### config.mk
export PLATFORM = sky130hd
export DESIGN_NAME = fma_operand_dispatch
export DESIGN_NICKNAME = d
export VERILOG_FILES = /design/src/rtl/fma_pkg.sv /design/src/rtl/fma_operand_fifo.sv /design/src/rtl/fma_operand_dispatch.sv
export SDC_FILE = /design/constraint.sdc
export NUM_CORES = 1
export LEC_CHECK = 0
export ABC_AREA = 1
export CAP_MARGIN = 20
export CORE_MARGIN = 1.5
export CORE_UTILIZATION = 45
export CTS_BUF_LIST = sky130_fd_sc_hd__clkbuf_4 sky130_fd_sc_hd__clkbuf_8
export DETAILED_ROUTE_END_ITERATION = 16
export PLACE_DENSITY = 0.8
export SYNTH_ARGS = -nofsm -noshare
export SYNTH_HDL_FRONTEND = slang
export SYNTH_SLANG_ARGS = --single-unit
### constraint.sdc
create_clock -name clk -period 5.55 [get_ports clk]
set_input_delay 1.11 -clock clk [delete_from_list [all_inputs] [get_ports clk]]
set_output_delay 1.11 -clock clk [all_outputs]
set_load 0.01 [all_outputs]
### src/rtl/fma_pkg.sv
// fma_pkg: shared float_sp layout, FMA/dispatcher state encodings and result flag bit positions.
package fma_pkg;
  localparam int EXPBITS = 8;
  localparam int MANBITS = 23;
  typedef struct packed {
    logic sign;
    logic [EXPBITS-1:0] exp;
    logic [MANBITS-1:0] man;
  } float_sp;
  typedef enum logic [1:0] {FMA_READY, FMA_BUSY, FMA_DONE} fma_state_e;
  typedef enum logic [2:0] {IDLE, ISSUE, HOLD, WAIT, DELIVER} fma_disp_state_e;
  localparam int FLAG_UNF = 0;
  localparam int FLAG_OVF = 1;
  localparam int FLAG_TMO = 2;
endpackage

### src/rtl/fma_operand_fifo.sv
// fma_operand_fifo: DEPTH-entry synchronous FIFO holding operand pairs; caller guarantees legal push/pop.
module fma_operand_fifo #(
  parameter int DEPTH = 4,
  parameter int W = 64
) (
  input  logic         clk,
  input  logic         rst,
  input  logic         push,
  input  logic         pop,
  input  logic [W-1:0] din,
  output logic [W-1:0] dout,
  output logic         full,
  output logic         empty
);
  localparam int AW = $clog2(DEPTH);
  logic [W-1:0] mem [DEPTH];
  logic [AW-1:0] wp, rp;
  logic [AW:0] cnt;
  assign full = cnt == (AW+1)'(DEPTH);
  assign empty = cnt == '0;
  assign dout = mem[rp];
  always_ff @(posedge clk) if (push) mem[wp] <= din;
  always_ff @(posedge clk or negedge rst) begin
    if (!rst) begin
      wp <= '0;
      rp <= '0;
      cnt <= '0;
    end else begin
      if (push) wp <= wp + AW'(1);
      if (pop) rp <= rp + AW'(1);
      cnt <= cnt + (AW+1)'(push) - (AW+1)'(pop);
    end
  end
endmodule

### src/rtl/fma_operand_dispatch.sv
// fma_operand_dispatch: buffers operand pairs and drives the FMA req/hold/gap protocol, returning results.
// Optional FMA_ZERO_BYPASS_EN: pairs with a zero operand are answered locally without an FMA request.
module fma_operand_dispatch
  import fma_pkg::*;
#(
  parameter int DEPTH = 4,
  parameter int REQ_GAP = 10,
  parameter int TIMEOUT = 16
) (
  input  logic        clk,
  input  logic        rst,
  input  logic        push_valid_in,
  output logic        push_ready_out,
  input  logic [31:0] push_a_in,
  input  logic [31:0] push_b_in,
  output logic [31:0] float_0_out,
  output logic [31:0] float_1_out,
  output logic        float_0_req_out,
  output logic        float_1_req_out,
  input  logic        fma_busy_in,
  input  logic        ready_answer_in,
  input  logic [31:0] answer_in,
  input  logic        overflow_in,
  input  logic        underflow_in,
  output logic        result_valid_out,
  input  logic        result_ready_in,
  output logic [31:0] result_out,
  output logic [2:0]  result_flags_out
);
  localparam int GW = $clog2(REQ_GAP + 1);
  localparam int TW = $clog2(TIMEOUT + 1);
  fma_disp_state_e state, state_nx;
  logic [GW-1:0] gap;
  logic [TW-1:0] tcnt;
  logic hold_cnt, empty, full, pop, zero_pair, tmo;
  logic [63:0] head;
  float_sp op_a, op_b;
  fma_operand_fifo #(.DEPTH(DEPTH), .W(64)) u_fifo (
    .clk(clk),
    .rst(rst),
    .push(push_valid_in & push_ready_out),
    .pop(pop),
    .din({push_a_in, push_b_in}),
    .dout(head),
    .full(full),
    .empty(empty)
  );
  assign op_a = head[63:32];
  assign op_b = head[31:0];
`ifdef FMA_ZERO_BYPASS_EN
  assign zero_pair = ({op_a.exp, op_a.man} == '0) || ({op_b.exp, op_b.man} == '0);
`else
  assign zero_pair = 1'b0;
`endif
  assign pop = state == IDLE && !empty && gap == '0 && !fma_busy_in;
  assign push_ready_out = !full || pop;
  assign tmo = tcnt == TW'(TIMEOUT - 1);
  assign float_0_req_out = state == ISSUE;
  assign float_1_req_out = state == ISSUE;
  assign result_valid_out = state == DELIVER;
  always_comb begin
    state_nx = state;
    case (state)
      IDLE:    state_nx = pop ? (zero_pair ? DELIVER : ISSUE) : IDLE;
      ISSUE:   state_nx = HOLD;
      HOLD:    state_nx = hold_cnt ? WAIT : HOLD;
      WAIT:    state_nx = (ready_answer_in || tmo) ? DELIVER : WAIT;
      DELIVER: state_nx = result_ready_in ? IDLE : DELIVER;
      default: state_nx = IDLE;
    endcase
  end
  always_ff @(posedge clk or negedge rst) begin
    if (!rst) begin
      state <= IDLE;
      gap <= '0;
      tcnt <= '0;
      hold_cnt <= 1'b0;
      float_0_out <= '0;
      float_1_out <= '0;
      result_out <= '0;
      result_flags_out <= '0;
    end else begin
      state <= state_nx;
      gap <= (state == HOLD && hold_cnt) ? GW'(REQ_GAP) : (gap != '0 ? gap - GW'(1) : gap);
      hold_cnt <= state == HOLD ? !hold_cnt : 1'b0;
      tcnt <= state == WAIT ? tcnt + TW'(1) : '0;
      if (pop && !zero_pair) begin
        float_0_out <= op_a;
        float_1_out <= op_b;
      end
      if (pop && zero_pair) begin
        result_out <= {op_a.sign ^ op_b.sign, 31'b0};
        result_flags_out <= '0;
      end
      // The first ready_answer wins over a timeout expiring in the same cycle.
      if (state == WAIT && ready_answer_in) begin
        result_out <= answer_in;
        result_flags_out <= '0;
        result_flags_out[FLAG_OVF] <= overflow_in;
        result_flags_out[FLAG_UNF] <= underflow_in;
      end else if (state == WAIT && tmo) begin
        result_out <= '0;
        result_flags_out <= '0;
        result_flags_out[FLAG_TMO] <= 1'b1;
      end
    end
  end
endmodule

==> metrics <==
worst-margin pin slew=1099 ps; CTS Hold Bufs=0; ys async rst share=31.73%; boundary pin count=207; cell taking the most area after synthesis=edfxtp_1; CP Max Fanout=4; Post-synth EDFFs=256; DR iter-0 viols=636; CTS max path bufs=3; Power Density=544.1 nW/um2; RD Place Congestion=0.7263; Critical Path Source Type=primary input; Site Rows=65; average cell area after synthesis=11.82 um2; die width=182.3 um; synth cell count leaders=nor2_1, edfxtp_1, o21ai_0; Hold Vio Cnt, Final=0; gr usage total=18.74%; Core Area=31640 um2; Data required, critical path=4440 ps; Slew Limit Fails=0; synth unique cells=30; vias in the first global route=9554; First-pass DRT Iterations=5; grt ovf=0; Post-Place Cell Area=16820 um2; DR vias/cell=5.065; Synth Register Bits=375; port bufs=206; crit path kind=in2out; post-synthesis cell count=1224; fin nets=1548; number of synthesis warnings=0; count leader, synth=nor2_1; CTS tree=yes; CTS buffer count=57; CTS clk-pin slew, worst paths=60 ps; Max VDD drop=0.0003452 V; endpoint of the worst-slack reg-to-reg timing path=u_fifo.mem[0][34]$_DFFE_PP_; Detailed Place HPWL=17.67 mm; Layout Skew=11.03 ps; Final period util=65.65%; Total Routed Length=31.21 mm; via count=9552; hold crit path type=reg2reg; crit path to=push_ready_out; wire length of the first global-routing pass=49.09 mm; Pleak=6.834 nW; minimum clock period=3643 ps; R2R setup slack=2700 ps; DRC Markers=0; largest net degree at the start of global routing=111; most used flip-flop cell after synthesis=edfxtp_1; cells on worst reg2reg path=9; initial antenna violation count=2; fraction of layout cells with a size suffix above 1=9.109%; CP Launch Point=fma_busy_in; critical path capture point type=primary output; Die Y-Extent=182.3 um; f_max=274.5 MHz; syn nets=1339; Max-Cap Viols=0; postcts setup bufs=0; routed length per instance=16.55 um; die area=33230 um2; RR Startpoint=gap[0]$_DFFE_PN0P_; clk root buf=clkbuf_8; remaining antenna violation count=0; finished layout cell area=18240 um2; register area share after synthesis=73.72%; Max-slew headroom=26.73%; Final TNS setup=0 ps; Yosys top cell area share=53.14%; worst-skew pair later-pin latency=580 ps; Post-Syn Area=14470 um2; post-CTS sizing=0; Synth area leaders=edfxtp_1, dfrtp_1, nor2_1; WP data arrival=2530 ps; area grow syn2layout=26.06%; total clock sinks=375; count of final setup violators=0; H-tree depth=2; outcome=finished, final reports clean; initial core utilization=45.73%; unrepaired setup endpoints after global routing=no
metrics by stage:
step / worst slack (ps) / power, mW / instances / hold WS (ps) / utilization [%]
final: 1907 / 9.923 / 1886 / 429.1 / 57.64
after global routing: 1816 / 10.54 / 1884 / 460.5 / 57.63
after CTS: 1887 / 10.02 / 1883 / 433.6 / 57.58
after detailed placement: 1738 / 7.342 / 1775 / 425.1 / 53.18
after global placement: 1758 / 7.198 / 1774 / 413.4 / 53.09
after floorplan: 611.3 / 5.989 / 1224 / 402.7 / -
kinds of logic (layout without fill, tap and decap cells):
| logic type | after synthesis | in the layout | share of synthesized area (%) |
|---|---|---|---|
| buffers and inverters | 97 | 355 | 3.434 |
| other | 0 | 2 | 0 |
| DFF | 375 | 375 | 73.72 |
| xor gates and xnor gates | 6 | 6 | 0.3633 |
| adders and majority gates | 11 | 11 | 1.003 |
| and+or+nand+nor | 500 | 500 | 13.32 |
| AOI/OAI and AO/OA | 235 | 235 | 8.156 |
placed cells by master, fill, tap and decap left out, drive strengths merged, types with 2 or more instances in the layout:
cell	n
nor2	401
edfxtp	256
o21ai	230
nand4	2
nor3	2
a21oi	3
bufinv	9
clkinv	17
diode	2
xnor2	4
clkdlybuf4s50	205
clkinvlp	3
inv	28
nand2	85
clkbuf	80
buf	13
nand3	8
dfrtp	119
xor2	2
ha	10
critical path: stages:
cell             delay [ps]
clkdlybuf4s50_1         400
inv_1                    70
nand2_1                  60
nor2_2                  120
nand3_4                  70
nand2_1                 130
clkdlybuf4s50_1         570
area by class of cell:
type / instances / area, um2
tap: 402 / 503.0
sequential: 375 / 10670
fill: 2480 / 13400
timing repair buffer: 218 / 2218
multi-input combinational: 752 / 3337
inverter: 29 / 112.6
clock buffer: 80 / 1020
antenna: 2 / 5.005
clock inverter: 28 / 371.6
power breakdown:
group	switching, mW	leakage (nW)	internal (mW)
Sequential	0.360	3.78	3.84
Clock	1.05	0.723	1.61
Combinational	1.73	2.33	1.33
routing by layer:
metal | vias to the layer above | share of wire, % | wire length, um | track usage [%]
li1 | 4599 | - | - | -
met1 | 4574 | 42 | 13260 | 22.91
met2 | 315 | 49 | 15220 | 32.98
met3 | 62 | 6.3 | 1962 | 4.011
met4 | 2 | 2.4 | 748 | 6.479
met5 | - | 0.042 | 13 | 0
flip-flops by register name, summed over array words and instances, names as in the netlist:
signal            cells
u_fifo.mem          256
u_fifo.cnt            3
hold_cnt              1
result_flags_out      3
float_1_out          32
gap                   4
u_fifo.wp             2
state                 3
u_fifo.rp             2
float_0_out          32
result_out           32
tcnt                  5
how the worst min path moves through the flow:
stage	slack, ps	cells after the start	from	end
after global placement	410	1	hold_cnt$_DFF_PN0_	hold_cnt$_DFF_PN0_
after CTS	430	1	hold_cnt$_DFF_PN0_	hold_cnt$_DFF_PN0_
after floorplan	400	1	hold_cnt$_DFF_PN0_	hold_cnt$_DFF_PN0_
after global routing	460	1	hold_cnt$_DFF_PN0_	hold_cnt$_DFF_PN0_
after detailed placement	430	1	hold_cnt$_DFF_PN0_	hold_cnt$_DFF_PN0_
final	430	1	hold_cnt$_DFF_PN0_	hold_cnt$_DFF_PN0_
Power figures use the tool's default switching activity.
